## src/rtl/spi_master_engine_if.sv

```systemverilog
// rtl/spi_master_engine_if.sv - FIFO handshake and SPI pin bundle for spi_master_engine
interface spi_master_engine_if;
   logic       en;
   logic [1:0] freq;
   logic       tx_empty;
   logic       tx_rd;
   logic [8:0] din;
   logic       rx_full;
   logic       rx_wr;
   logic [7:0] dout;
   logic       transfer_succeeded;
   logic       busy;
   logic       cs;
   logic       sck;
   logic       mosi;
   logic       miso;

   modport master (
      input  en, freq, tx_empty, din, rx_full, miso,
      output tx_rd, rx_wr, dout, transfer_succeeded, busy, cs, sck, mosi
   );

   modport slave (
      output en, freq, tx_empty, din, rx_full, miso,
      input  tx_rd, rx_wr, dout, transfer_succeeded, busy, cs, sck, mosi
   );
endinterface

```

## src/rtl/spi_master_engine.sv

```systemverilog
// rtl/spi_master_engine.sv - byte-oriented SPI mode-0 master fed by tx/rx FIFOs
module spi_master_engine #(
   parameter int DESEL_HP = 2
) (
   input  logic clk,
   input  logic rst,
   spi_master_engine_if.master bus
);
   typedef enum logic [2:0] {IDLE, FETCH, LOAD, SETUP, SHIFT, STORE, HOLD, DESEL} state_t;

   localparam logic [7:0] DESEL_LAST = 8'(DESEL_HP - 1);

   state_t     state;
   state_t     state_next;
   logic [7:0] shreg;
   logic       rx_bit;
   logic       cont;
   logic [1:0] div;
   logic [3:0] cnt;
   logic [7:0] hcnt;
   logic [3:0] hp_last;
   logic       tick;
   logic       cs_q;
   logic       sck_q;
   logic       mosi_q;
   logic [7:0] dout_q;

   // Half-period is 2^(div+1) clk cycles; tick marks its last cycle.
   always_comb begin
      case (div)
         2'd0:    hp_last = 4'd1;
         2'd1:    hp_last = 4'd3;
         2'd2:    hp_last = 4'd7;
         default: hp_last = 4'd15;
      endcase
   end

   assign tick = (cnt == hp_last);

   always_ff @(posedge clk) begin
      if (rst) state <= IDLE;
      else     state <= state_next;
   end

   always_comb begin
      state_next = state;
      case (state)
         IDLE:  if (bus.en && !bus.tx_empty) state_next = FETCH;
         FETCH: begin
            if (bus.tx_empty) state_next = cs_q ? IDLE : HOLD;
            else              state_next = LOAD;
         end
         LOAD:  state_next = SETUP;
         SETUP: if (tick) state_next = SHIFT;
         SHIFT: if (tick && hcnt == 8'd15) state_next = STORE;
         STORE: begin
            if (!bus.rx_full) begin
               if (cont && bus.en) state_next = bus.tx_empty ? HOLD : FETCH;
               else                state_next = DESEL;
            end
         end
         HOLD: begin
            if (!bus.en)            state_next = DESEL;
            else if (!bus.tx_empty) state_next = FETCH;
         end
         DESEL: if (tick && hcnt == DESEL_LAST) state_next = IDLE;
         default: state_next = IDLE;
      endcase
   end

   assign bus.tx_rd              = (state == FETCH) && !bus.tx_empty;
   assign bus.rx_wr              = (state == STORE) && !bus.rx_full;
   assign bus.transfer_succeeded = (state == STORE) && !bus.rx_full;
   assign bus.busy               = (state != IDLE);
   assign bus.cs                 = cs_q;
   assign bus.sck                = sck_q;
   assign bus.mosi               = mosi_q;
   assign bus.dout               = dout_q;

   always_ff @(posedge clk) begin
      if (rst) begin
         cnt    <= '0;
         hcnt   <= '0;
         shreg  <= '0;
         rx_bit <= 1'b0;
         cont   <= 1'b0;
         div    <= '0;
         cs_q   <= 1'b1;
         sck_q  <= 1'b0;
         mosi_q <= 1'b0;
         dout_q <= '0;
      end else begin
         if (state_next != state || tick) cnt <= '0;
         else                             cnt <= cnt + 4'd1;

         if (state_next != state) hcnt <= '0;
         else if (tick)           hcnt <= hcnt + 8'd1;

         // cs only moves on frame boundaries, so it stays low across continued bytes.
         if (state_next == DESEL)      cs_q <= 1'b1;
         else if (state_next == SETUP) cs_q <= 1'b0;

         case (state)
            LOAD: begin
               shreg  <= bus.din[7:0];
               cont   <= bus.din[8];
               div    <= bus.freq;
               mosi_q <= bus.din[7];
            end
            SETUP: begin
               if (tick) begin
                  sck_q  <= 1'b1;
                  rx_bit <= bus.miso;
               end
            end
            SHIFT: begin
               if (tick) begin
                  if (hcnt == 8'd15) begin
                     dout_q <= shreg;
                  end else if (sck_q) begin
                     sck_q  <= 1'b0;
                     mosi_q <= shreg[6];
                     shreg  <= {shreg[6:0], rx_bit};
                  end else begin
                     sck_q  <= 1'b1;
                     rx_bit <= bus.miso;
                  end
               end
            end
            default: ;
         endcase
      end
   end
endmodule

```

## src/flat_wrapper.sv

```systemverilog
// flat-port wrapper written by rule: the top's interface ports become plain ports
module spi_master_engine_flat 
#(
   parameter int DESEL_HP = 2
)
  (clk, rst, bus_en, bus_freq, bus_tx_empty, bus_din, bus_rx_full, bus_miso, bus_tx_rd, bus_rx_wr, bus_dout, bus_transfer_succeeded, bus_busy, bus_cs, bus_sck, bus_mosi);
  spi_master_engine_if bus_i ();
  input  logic clk;
  input  logic rst;
  input wire logic [$bits(bus_i.en)-1:0] bus_en;
  input wire logic [$bits(bus_i.freq)-1:0] bus_freq;
  input wire logic [$bits(bus_i.tx_empty)-1:0] bus_tx_empty;
  input wire logic [$bits(bus_i.din)-1:0] bus_din;
  input wire logic [$bits(bus_i.rx_full)-1:0] bus_rx_full;
  input wire logic [$bits(bus_i.miso)-1:0] bus_miso;
  output wire logic [$bits(bus_i.tx_rd)-1:0] bus_tx_rd;
  output wire logic [$bits(bus_i.rx_wr)-1:0] bus_rx_wr;
  output wire logic [$bits(bus_i.dout)-1:0] bus_dout;
  output wire logic [$bits(bus_i.transfer_succeeded)-1:0] bus_transfer_succeeded;
  output wire logic [$bits(bus_i.busy)-1:0] bus_busy;
  output wire logic [$bits(bus_i.cs)-1:0] bus_cs;
  output wire logic [$bits(bus_i.sck)-1:0] bus_sck;
  output wire logic [$bits(bus_i.mosi)-1:0] bus_mosi;
  assign bus_i.en = bus_en;
  assign bus_i.freq = bus_freq;
  assign bus_i.tx_empty = bus_tx_empty;
  assign bus_i.din = bus_din;
  assign bus_i.rx_full = bus_rx_full;
  assign bus_i.miso = bus_miso;
  assign bus_tx_rd = bus_i.tx_rd;
  assign bus_rx_wr = bus_i.rx_wr;
  assign bus_dout = bus_i.dout;
  assign bus_transfer_succeeded = bus_i.transfer_succeeded;
  assign bus_busy = bus_i.busy;
  assign bus_cs = bus_i.cs;
  assign bus_sck = bus_i.sck;
  assign bus_mosi = bus_i.mosi;
  spi_master_engine #(.DESEL_HP(DESEL_HP)) u_core (.clk(clk), .rst(rst), .bus(bus_i));
endmodule
```

## config.mk

```make
export PLATFORM = sky130hd
export DESIGN_NAME = spi_master_engine_flat
export DESIGN_NICKNAME = d
export VERILOG_FILES = /design/src/rtl/spi_master_engine_if.sv /design/src/rtl/spi_master_engine.sv /design/src/flat_wrapper.sv
export SDC_FILE = /design/constraint.sdc
export NUM_CORES = 1
export LEC_CHECK = 0
export BUFFER_PORTS_ARGS = -buffer_cell sky130_fd_sc_hd__buf_4
export CORE_MARGIN = 3
export CORE_UTILIZATION = 55
export DETAILED_ROUTE_END_ITERATION = 10
export PLACE_DENSITY = 0.76
export SYNTH_ARGS = -nofsm -noshare
export SYNTH_HDL_FRONTEND = slang
export SYNTH_SLANG_ARGS = --single-unit
```

## constraint.sdc

```tcl
create_clock -name clk -period 2.51 [get_ports clk]
set_clock_uncertainty 0.05 [all_clocks]
set_input_delay 0.1255 -clock clk [delete_from_list [all_inputs] [get_ports clk]]
set_output_delay 0.1255 -clock clk [all_outputs]
set_load 0.02 [all_outputs]
```

After elaboration in Yosys (flattened, before gate mapping)
Cells that the tools add are included.
W data, S select, Z words.
{"block": "totals", "register_bits": 38, "memories": 0, "mem_bits_ro": 0, "wordCells": 85, "out_inout_bits": 15, "inputBits": 17, "mem_bits_rw": 0, "latch_bits": 0}
{"block": "op_classes", "shift": 0, "mux": 31, "multipliers": 0, "n_reduce_logical": 21, "div": 0, "n_bitwise": 0, "n_lt_le_gt_ge": 0, "n_addsub": 2, "n_eq_ne": 20}
{"cell": "$mux W3", "count": 11}
{"cell": "$mux W8", "count": 3}
{"cell": "$pmux W3 S8", "count": 1}
{"cell": "$pmux W8 S2", "count": 1}
{"cell": "$eq A3 B3 Y1 const B", "count": 5}
{"cell": "$pmux W4 S3", "count": 1}
{"cell": "$mux W1", "count": 11}
{"cell": "$eq A3 B2 Y1 const B", "count": 3}
{"cell": "$add A8 B1 Y8 const B", "count": 1}
{"cell": "$eq A8 B1 Y1 const B", "count": 1}
{"cell": "$eq A8 B4 Y1 const B", "count": 1}
{"cell": "$reduce_and A4 Y1", "count": 2}
{"cell": "$logic_and A1 B1 Y1", "count": 6}
{"cell": "$ne A2 B1 Y1 const B", "count": 3}
{"cell": "$pmux W1 S2", "count": 3}
{"cell": "$reduce_or A2 Y1", "count": 3}
{"cell": "$reduce_and A5 Y1", "count": 1}
{"cell": "$add A4 B1 Y4 const B", "count": 1}
{"cell": "$eq A4 B4 Y1", "count": 1}
{"cell": "$ne A2 B2 Y1 const B", "count": 2}
{"cell": "$reduce_bool A2 Y1", "count": 2}
{"cell": "$eq A3 B1 Y1 const B", "count": 1}
{"cell": "$logic_not A3 Y1", "count": 1}
{"cell": "$ne A3 B3 Y1", "count": 1}
{"cell": "7 further kinds", "count": 8}

Longest topological paths before layout
Gate-level depths: netlist of the first run.
{"block": "logic_depth", "word_depth": 9, "depth_mapped": 9, "ltp_nobuf": 7}

Worst setup path before layout of the first run
No wires, ideal clock.
{"block": "synth_timing", "path_kind": "reg-to-reg", "from": "reg u_core.div[0]", "to": "reg u_core.cnt[0]", "synth_period_minus_slack_ns": 2.092, "stages_incl_launch_ff": 9, "setup_slack_ns": 0.418, "setup_ns": 0.125, "n_path_buf": 2, "arrival_time_ns": 1.917, "required_time_ns": 2.335, "path_cell_list": "dfxtp_1 -> or4_4 -> nor2_4 -> o2111a_1 -> buf_6 -> nor2_4 -> a211oi_4 -> buf_6 -> nor3_1"}
{"block": "synth_via", "elab_chain_len": 9, "word_cells_on_any_way": 14, "cone_classes": "eq/ne (4); mux (5); reduce/logical (5)"}
{"item": "from (decl)", "line_no": "spi_master_engine.sv:18", "text": "logic [1:0] div;"}
{"item": "from (signal assigned)", "line_no": "spi_master_engine.sv:107", "text": "div <= bus.freq;"}
{"item": "$eq A2 B2 Y1 (tied with other cells)", "line_no": "spi_master_engine.sv:30", "text": "case (div)"}
{"item": "$pmux W4 S3 *", "line_no": "spi_master_engine.sv:30"}
{"item": "$eq A4 B4 Y1 *", "line_no": "spi_master_engine.sv:38", "text": "assign tick = (cnt == hp_last);"}
{"item": "$logic_and A1 B1 Y1 (on tied branches)", "line_no": "spi_master_engine.sv:66, spi_master_engine.sv:55"}
{"item": "$mux W3 (on tied branches)", "line_no": "spi_master_engine.sv:66, spi_master_engine.sv:55"}
{"item": "$pmux W3 S8", "line_no": "spi_master_engine.sv:47", "text": "case (state)"}
{"item": "$ne A3 B3 Y1", "line_no": "spi_master_engine.sv:93", "text": "if (state_next != state || tick) cnt <= '0;"}
{"item": "$logic_or A1 B1 Y1 *", "line_no": "spi_master_engine.sv:93"}
{"item": "$reduce_or A2 Y1 (no source line) *"}
{"item": "to (signal assigned)", "line_no": "spi_master_engine.sv:94", "text": "else cnt <= cnt + 4'd1;"}
{"item": "to (decl)", "line_no": "spi_master_engine.sv:19", "text": "logic [3:0] cnt;"}
Every way passes the cells marked *; elsewhere a longest branch is shown, timed or not.
A chain may end at the register's enable or synchronous reset.

Worst setup path after layout of the first run
{"block": "layout_timing", "from": "reg u_core.div[0]", "to": "reg u_core.hcnt[1]"}
{"block": "layout_via", "elab_chain_len": 8, "word_cells_on_any_way": 13, "cone_classes": "eq/ne (4); mux (5); reduce/logical (4)"}
{"item": "$eq A2 B2 Y1 (tied with other cells)", "line_no": "spi_master_engine.sv:30"}
{"item": "$pmux W4 S3 *", "line_no": "spi_master_engine.sv:30"}
{"item": "$eq A4 B4 Y1 *", "line_no": "spi_master_engine.sv:38"}
{"item": "$logic_and A1 B1 Y1 (on tied branches)", "line_no": "spi_master_engine.sv:66, spi_master_engine.sv:55"}
{"item": "$mux W3 (on tied branches)", "line_no": "spi_master_engine.sv:66, spi_master_engine.sv:55"}
{"item": "$pmux W3 S8", "line_no": "spi_master_engine.sv:47"}
{"item": "$ne A3 B3 Y1", "line_no": "spi_master_engine.sv:96", "text": "if (state_next != state) hcnt <= '0;"}
{"item": "$reduce_or A2 Y1 (no source line)"}
{"item": "to (signal assigned)", "line_no": "spi_master_engine.sv:97", "text": "else if (tick) hcnt <= hcnt + 8'd1;"}
{"item": "to (decl)", "line_no": "spi_master_engine.sv:20", "text": "logic [7:0] hcnt;"}
Marks and branches as above.

==> results of run 1 <==
-- worst paths after layout --
check	from	endpoint	slack (ps)	cells past startpoint
setup reg to reg	u_core.div[0]$_SDFFE_PP0P_	u_core.hcnt[1]$_SDFFE_PP0P_	240	7
setup / recovery	u_core.div[0]$_SDFFE_PP0P_	u_core.hcnt[1]$_SDFFE_PP0P_	240	7
hold reg to reg	u_core.bus.dout[0]$_SDFFE_PP0P_	u_core.bus.dout[0]$_SDFFE_PP0P_	460	2
hold / removal	bus_din[5]	u_core.shreg[5]$_SDFFE_PP0P_	60	3
-- sequential cells by signal (all words and copies together) (netlist names) --
register,cells
u_core.bus.cs,1
u_core.bus.sck,1
u_core.hcnt,8
u_core.bus.dout,8
u_core.state,3
u_core.cnt,4
u_core.shreg,8
u_core.div,2
u_core.cont,1
u_core.rx_bit,1
-- placed cells by master (no fill, tap or decap), drive strengths merged, types with 2 or more instances in the layout --
cell type    Yosys  layout
and3             2       2
mux2i           19      19
o21ai            9       9
a211oi          11      11
nand3b           2       2
and2             2       2
inv              5       5
nor4bb           2       2
a21o             2       2
nor2b            3       3
buf              7      39
xnor2            5       5
nor4             5       5
dfxtp           37      37
nand2           14      14
a22o             2       2
xor2             5       5
a21oi            7       7
ha               3       3
nor3            11      11
nor2            28      28
nand3            5       5
clkbuf           6       6
dlygate4sd3      0       4
-- kinds of logic after synthesis --
| logic type | count (synthesis) |
|---|---|
| mux | 19 |
| compound gates | 44 |
| buf+inv | 18 |
| simple gates | 83 |
| fa+ha+maj | 3 |
| flops | 37 |
| xor+xnor | 10 |
-- what timing repair did --
item,4_1_cts,5_1_grt
setup buffers,0,0
setup endpoints to repair,0,4
hold endpoints to repair,4,0
hold buffers,4,0
gates resized for setup,0,1
-- critical path, stage by stage (launching register included) --
cell	delay, ps
dfxtp_1	350
or4_4	550
nor2_4	140
o21ai_2	150
o221ai_2	300
a211oi_4	100
buf_4	210
a2111oi_2	320
-- power groups by stage --
stage | registers [W] | clock network (W) | logic [W]
floorplan | 0.000674 | 0 | 0.000288
global placement | 0.000687 | 0 | 0.000371
detailed placement | 0.000688 | 0 | 0.000375
CTS | 0.000675 | 0.000418 | 0.000381
global route | 0.000683 | 0.000450 | 0.000422
finish | 0.000676 | 0.000411 | 0.000379
-- final cells by class --
| cell class | count | area, µm² | area share |
|---|---|---|---|
| clock inverter | 2 | 38.79 | 0.01626 |
| inverter | 5 | 18.77 | 0.007870 |
| tap | 46 | 57.56 | 0.02413 |
| clock buffer | 6 | 41.29 | 0.01731 |
| timing repair buffer | 43 | 332.8 | 0.1396 |
| sequential | 37 | 740.7 | 0.3106 |
| multi-input combinational | 159 | 1155 | 0.4843 |
-- routing by layer --
metal	up-vias	global-route usage	share of wire
met5	-	0	0
met4	0	0.07614	0.013
met3	5	0.04762	0.048
met2	35	0.3104	0.45
met1	767	0.2709	0.49
li1	853	-	-
-- per-stage QoR --
stage / utilization / area, µm²
final: 0.6982 / 2385
after detailed placement: 0.6612 / 2258
after floorplan: - / 1983
after global routing: 0.6982 / 2385
after CTS: 0.6963 / 2379
after global placement: 0.6612 / 2258
==> flow_metrics.tcl, run 1 <==
set metrics [dict create \
    grt_start_max_net_pins 28 \
    drt_pass1_iterations 4 \
    clock_path_buffers 2 \
    worstSetupStartpointType "register" \
    core_um2 3416 \
    status "completed" \
    yosysWarnings 0 \
    antenna_found_initial 0 \
    max-cap-violations 0 \
    ys_seq_elements 37 \
    wl_um 3976 \
    hpwl_um 2833 \
    fin_ws_ps 239.2 \
    final_layout_size_suffix_gt1_frac 0.2619 \
    crit_fanout 12 \
    gp_congestion 0.7965 \
    syn_area_per_cell_um2 9.267 \
    grt_pass1_wl_um 6824 \
    vias 1660 \
    synthSimpleGateAreaFrac 0.2461 \
    synth_compound_area_frac 0.1716 \
    yosysUniqueCellTypes 54 \
    power_w 0.001466 \
    fin_crit_sh 0.9047 \
    synth_nets 234 \
    drtIter0Drc 96 \
    fin_crit_ps 2271 \
    avgRoutedWirePerCell_um 13.34 \
    hold_ws_ps 58.27 \
    swShare 0.3194 \
    ctsRootBufferMaster "clkbuf_4" \
    fillers 291 \
    async_flop_share 0 \
    rows 21 \
    power_switching_w 0.0004682 \
    pwr-share-clk 0.280 \
    drc 0 \
    synth_edf_count 0 \
    required_ps 2710 \
    synth_top_area_frac 0.3735 \
    hold_violations 0 \
    ys_top_cells_by_count "37 x dfxtp_1, 26 x nor2_1, 19 x mux2i_1" \
    cts.sinks 37 \
    yosysSeqAreaShare 0.3735 \
    setup_viol 0 \
    slew_violations 0 \
    ys.flop_type "dfxtp_1" \
    synth.mux.area_fraction 0.09590 \
    synthAdderAreaFrac 0.01893 \
    intPower_w 0.0009975 \
    dieHeight_um 66.05 \
    drtAntennaViolNets 0 \
    seqPwrFrac 0.461 \
    max_freq_mhz 440.4 \
    cts_made_buffers 5 \
    irDropWorstVdd_v 0.0003927 \
    clk_latency_ps 350 \
    tritoncts "yes" \
    placedCellCount 286 \
    syn_inst 214 \
    end_kind "register" \
    rsz0062_at_grt "false" \
    cts.reportedPaths.clkPinSlew_ps 120 \
    start_util 0.5806 \
    synth_top_family_by_area "simple AND/OR/NAND/NOR gates" \
    slew_headroom 0.6479 \
    overflow 0 \
    hold_path.class "in -> reg" \
    gr-usage-all-layers 0.2011 \
    finalNetCount 271 \
    tns_ps 0 \
    grt_pass1_vias 1520 \
    yosysTopAreaCell "dfxtp_1" \
    place_ws_ps 203.0 \
    critPathArrivalTime_ps 2470 \
    io_pins 32 \
    synth_area_leaders "dfxtp_1 37%, mux2i_1 9.6%, nor2_1 4.9%" \
    io_buffers 31 \
    tightestPinTransition_ps 528.1 \
    syn_area_um2 1983 \
    htreeDepth 2 \
    die-area_um2 4362 \
    p_comb_frac 0.258 \
    crit_type "reg -> reg" \
    synth-xor-area-share 0.04416 \
    area_growth_syn_to_layout_pct 20.25 \
    leakage_nw 0.8822 \
    insertedDiodeCount 0 \
    p_per_area_nw_per_um2 614.6 \
    fin_cells 298 \
    chipWidth_um 66.05 \
    routed_via_density 5.570 \
    yosysMostFrequentCell "dfxtp_1" \
]
No activity file was read; power rests on OpenSTA's default activity.
==> run 2, diff against run 1 <==
--- a/config.mk
+++ b/config.mk
@@ -8,6 +8,7 @@
 export BUFFER_PORTS_ARGS = -buffer_cell sky130_fd_sc_hd__buf_4
 export CORE_MARGIN = 3
 export CORE_UTILIZATION = 55
+export CTS_BUF_LIST = sky130_fd_sc_hd__clkbuf_16
 export DETAILED_ROUTE_END_ITERATION = 10
 export PLACE_DENSITY = 0.76
 export SYNTH_ARGS = -nofsm -noshare
==> flow_metrics.tcl, run 2 (synthesis gave the netlist of run 1 again) <==
set metrics [dict create \
    status "completed" \
    vias 1637 \
    antenna_found_initial 0 \
    finalNetCount 267 \
    grt_pass1_wl_um 6817 \
    area_growth_syn_to_layout_pct 22.65 \
    worstSetupStartpointType "register" \
    avgRoutedWirePerCell_um 13.55 \
    die-area_um2 4362 \
    drtAntennaViolNets 0 \
    cts_made_buffers 5 \
    required_ps 2640 \
    final_layout_size_suffix_gt1_frac 0.2661 \
    cts.reportedPaths.clkPinSlew_ps 60 \
    crit_fanout 12 \
    rr_endpoint "u_core.hcnt[1]$_SDFFE_PP0P_" \
    crit_end "u_core.hcnt[1]$_SDFFE_PP0P_" \
    routed_via_density 5.568 \
    post-cts-setup-buffers 0 \
    cpMaxStageDelayCell "or4_4" \
    cts.sinks 37 \
    leakage_nw 0.9083 \
    end_kind "register" \
    io_buffers 31 \
    slew_headroom 0.6502 \
    grt_pass1_vias 1492 \
    rsz0062_at_grt "false" \
    worstRegToRegCells 7 \
    p_per_area_nw_per_um2 720.1 \
    max-cap-violations 0 \
    io_pins 32 \
    hpwl_um 2833 \
    drc 0 \
    layout_common_cells "39 x buf_4, 37 x dfxtp_1, 26 x nor2_1, 19 x mux2i_1, 14 x nand2_1" \
    placedCellCount 286 \
    gr-usage-all-layers 0.2060 \
    seqCellArea_um2 740.7 \
    r2r-start "u_core.div[0]$_SDFFE_PP0P_" \
    setup_viol 0 \
    overflow 0 \
    hold_violations 0 \
    ff2ff_setup_slack_ps 250 \
    dieHeight_um 66.05 \
    multi_input_area_um2 1155 \
    tns_ps 0 \
    crit_chain "or4_4, nor2_4, o21ai_2, o221ai_2, a211oi_4, buf_4, a2111oi_2" \
    hold_path.class "in -> reg" \
    start_util 0.5806 \
    max_freq_mhz 443.1 \
    irDropWorstVdd_v 0.0004485 \
    worst_path_largest_cell_delay_ps 550 \
    final_util 0.7121 \
    fin_crit_ps 2257 \
    grt_start_max_net_pins 28 \
    clk_latency_ps 280 \
    critPathArrivalTime_ps 2390 \
    gp_congestion 0.7965 \
    cp-startpoint "u_core.div[0]$_SDFFE_PP0P_" \
    wl_um 3984 \
    fin_cells 294 \
    clock_path_buffers 2 \
    layout_commonest_cell "buf_4" \
    slew_violations 0 \
    chipWidth_um 66.05 \
    tritoncts "yes" \
    rows 21 \
    core_um2 3416 \
    insertedDiodeCount 0 \
    fin_crit_sh 0.8990 \
    crit_type "reg -> reg" \
    drtIter0Drc 124 \
    power_w 0.001752 \
    htreeDepth 2 \
    tightestPinTransition_ps 524.8 \
    drt_pass1_iterations 5 \
    fillers 286 \
    ctsRootBufferMaster "clkbuf_16" \
]
[run 2: cell count changes in the layout (fill, tap and decap cells not counted), sizes merged]
cell         before  now
clkbuf            6    5
dlygate4sd3       4    0
inv               5    6
[run 2: metrics by stage]
step	hold WS [ps]	worst slack, ps	area, µm²
2_1_floorplan	211.5	417.7	1983
3_3_place_gp	317.2	252.5	2258
4_1_cts	29.95	114.0	2426
6_report	28.38	253.4	2432
3_5_place_dp	323.5	203.0	2258
5_1_grt	34.70	111.5	2432
[run 2: critical path, delay by kind of cell (launching register included)]
kind,cells,cell delay [ps]
and+or+nand+nor,2,690
AOI/OAI and AO/OA,4,860
buffers and inverters,1,210
DFF,1,330
[run 2: worst min path at each step]
| stage | from | end | slack, ps | cells after the start |
|---|---|---|---|---|
| 2_1_floorplan | bus_din[8] | u_core.cont$_SDFFE_PP0P_ | 210 | 2 |
| 3_3_place_gp | bus_miso | u_core.rx_bit$_SDFFE_PP0P_ | 320 | 3 |
| 3_5_place_dp | bus_miso | u_core.rx_bit$_SDFFE_PP0P_ | 320 | 3 |
| 4_1_cts | bus_miso | u_core.rx_bit$_SDFFE_PP0P_ | 30 | 3 |
| 5_1_grt | bus_miso | u_core.rx_bit$_SDFFE_PP0P_ | 30 | 3 |
| 6_report | bus_miso | u_core.rx_bit$_SDFFE_PP0P_ | 30 | 3 |
[run 2: per-layer routing]
metal	wire length, µm	GRT usage	up-vias	share of wire
met3	212	0.05782	8	0.053
met5	0	0	-	0
met1	1862	0.2696	753	0.47
li1	-	-	839	-
met4	89	0.1066	0	0.022
met2	1818	0.3066	37	0.46
[run 2: final cells by class]
| class | count | share of cell area |
|---|---|---|
| Clock buffer | 5 | 0.05144 |
| Clock inverter | 3 | 0.01749 |
| Tap cell | 46 | 0.02366 |
| Inverter | 5 | 0.007716 |
| Multi-Input combinational cell | 159 | 0.4748 |
| Timing Repair Buffer | 39 | 0.1204 |
| Sequential cell | 37 | 0.3045 |
[run 2: what timing repair did]
item	CTS	global route
hold buffers	0	0
setup endpoints to repair	0	2
gates resized for setup	0	1
[run 2: power by group]
part	internal [W]	total, W	switching, W	leakage (nW)
sequential	0.000626	0.000677	0.0000505	0.300
clock	0.000466	0.000702	0.000236	0.0852
combinational	0.000156	0.000373	0.000217	0.524
total	0.00125	0.00175	0.000503	0.908
==> run 3, diff against run 2 <==
--- a/config.mk
+++ b/config.mk
@@ -6,7 +6,7 @@
 export NUM_CORES = 1
 export LEC_CHECK = 0
 export BUFFER_PORTS_ARGS = -buffer_cell sky130_fd_sc_hd__buf_4
-export CORE_MARGIN = 3
+export CORE_MARGIN = 1.5
 export CORE_UTILIZATION = 55
 export CTS_BUF_LIST = sky130_fd_sc_hd__clkbuf_16
 export DETAILED_ROUTE_END_ITERATION = 10
==> constraint.sdc (replaced) <==
create_clock -name clk -period 2.4 [get_ports clk]
set_clock_uncertainty 0.05 [all_clocks]
set_input_delay 0.12 -clock clk [delete_from_list [all_inputs] [get_ports clk]]
set_output_delay 0.12 -clock clk [all_outputs]
set_load 0.02 [all_outputs]
==> flow_metrics.tcl, run 3 (synthesis gave the netlist of run 1 again) <==
set metrics [dict create \
    ctsRootBufferMaster "clkbuf_16" \
    max-cap-violations 0 \
    tritoncts "yes" \
    crit_fanout 4 \
    leakage_nw 0.9114 \
    grt_pass1_wl_um 7431 \
    p_per_area_nw_per_um2 750.3 \
    drc 0 \
    fillers 264 \
    die-area_um2 3975 \
    chipWidth_um 63.05 \
    end_kind "register" \
    fin_crit_ps 2282 \
    final_cell_area_um2 2457 \
    wl_um 4309 \
    crit_type "reg -> reg" \
    slew_violations 0 \
    drtAntennaViolNets 0 \
    required_ps 2520 \
    cts.sinks 37 \
    layout_common_cells "39 x buf_4, 37 x dfxtp_1, 26 x nor2_1, 19 x mux2i_1, 14 x nand2_1" \
    io_buffers 31 \
    dieHeight_um 63.05 \
    htreeDepth 2 \
    core_um2 3390 \
    layout_commonest_cell "buf_4" \
    grt_start_max_net_pins 28 \
    fin_crit_sh 0.9508 \
    clk_latency_ps 270 \
    worstSetupStartpointType "register" \
    final_layout_size_suffix_gt1_frac 0.2702 \
    finalNetCount 267 \
    insertedDiodeCount 0 \
    critPathArrivalTime_ps 2400 \
    tightestPinTransition_ps 445.5 \
    hold_path.class "in -> reg" \
    vias 1662 \
    power_w 0.001844 \
    antenna_found_initial 0 \
    status "completed" \
    hpwl_um 3075 \
    grt_pass1_vias 1593 \
    final_util 0.7250 \
    post-cts-setup-buffers 0 \
    gp_congestion 0.8127 \
    setup_viol 0 \
    max_freq_mhz 438.2 \
    routed_via_density 5.653 \
    dpl-instance-area_um2 2258 \
    cts_made_buffers 5 \
    overflow 0 \
    drtIter0Drc 68 \
    io_pins 32 \
    drt_pass1_iterations 4 \
    slew_headroom 0.6999 \
    gr-usage-all-layers 0.2342 \
    rows 21 \
    start_util 0.5851 \
    clock_path_buffers 2 \
    area_growth_syn_to_layout_pct 23.91 \
    hold_violations 0 \
    cts.reportedPaths.clkPinSlew_ps 50 \
    avgRoutedWirePerCell_um 14.66 \
    irDropWorstVdd_v 0.0004592 \
]
run 3: cell counts in the layout (fill, tap and decap cells not counted):
No cell type changed its count.
run 3: power by group:
group	internal, W	switching [W]	leakage (nW)
clock	0.000487	0.000231	0.0852
combinational	0.000172	0.000243	0.527
sequential	0.000655	0.0000560	0.300
total	0.00131	0.000530	0.911
run 3: stage by stage:
| step | setup TNS (ps) | hold slack [ps] | instances | setup WS [ps] |
|---|---|---|---|---|
| global placement | 0 | 304.3 | 286 | 98.05 |
| detailed placement | 0 | 306.9 | 286 | 45.70 |
| finish | 0 | 25.21 | 294 | 118.0 |
| global route | -31.49 | 30.47 | 294 | -27.79 |
| CTS | 0 | 21.29 | 294 | 21.41 |
| floorplan | 0 | 206.0 | 214 | 307.7 |
run 3: cell type report:
cell class	instances	area [µm²]	share of cell area
well taps	46	57.56	0.02342
clock inverters	3	42.54	0.01731
repair buffers	39	292.8	0.1191
flip-flops and latches	37	740.7	0.3014
clock buffers	5	125.1	0.05092
multi-input cells	159	1180	0.4801
inverters	5	18.77	0.007637
run 3: worst paths after layout:
kind | from | endpoint | cells after the start | slack (ps)
hold reg to reg | u_core.rx_bit$_SDFFE_PP0P_ | u_core.rx_bit$_SDFFE_PP0P_ | 2 | 450
hold / removal | bus_miso | u_core.rx_bit$_SDFFE_PP0P_ | 3 | 30
setup / recovery | u_core.hcnt[4]$_SDFFE_PP0P_ | u_core.hcnt[1]$_SDFFE_PP0P_ | 7 | 120
setup reg to reg | u_core.hcnt[4]$_SDFFE_PP0P_ | u_core.hcnt[1]$_SDFFE_PP0P_ | 7 | 120
run 3: worst max-delay path, cell delays in order (launching register included):
cell and delay (ps):
dfxtp_1 350, nor4_2 430, and3_1 310, o21ai_0 190
o221ai_4 260, a211oi_4 100, buf_4 170, a2111oi_2 330
run 3: metal layers:
layer	vias to the layer above	wire length, µm	track usage
met5	-	0	0
met4	0	65	0.05833
met3	6	145	0.04865
met2	28	2142	0.4109
met1	788	1955	0.2909
li1	840	-	-
run 3: repair_timing:
item	4_1_cts	5_1_grt
hold buffers	0	0
setup endpoints to repair	0	12
gates resized for setup	0	4
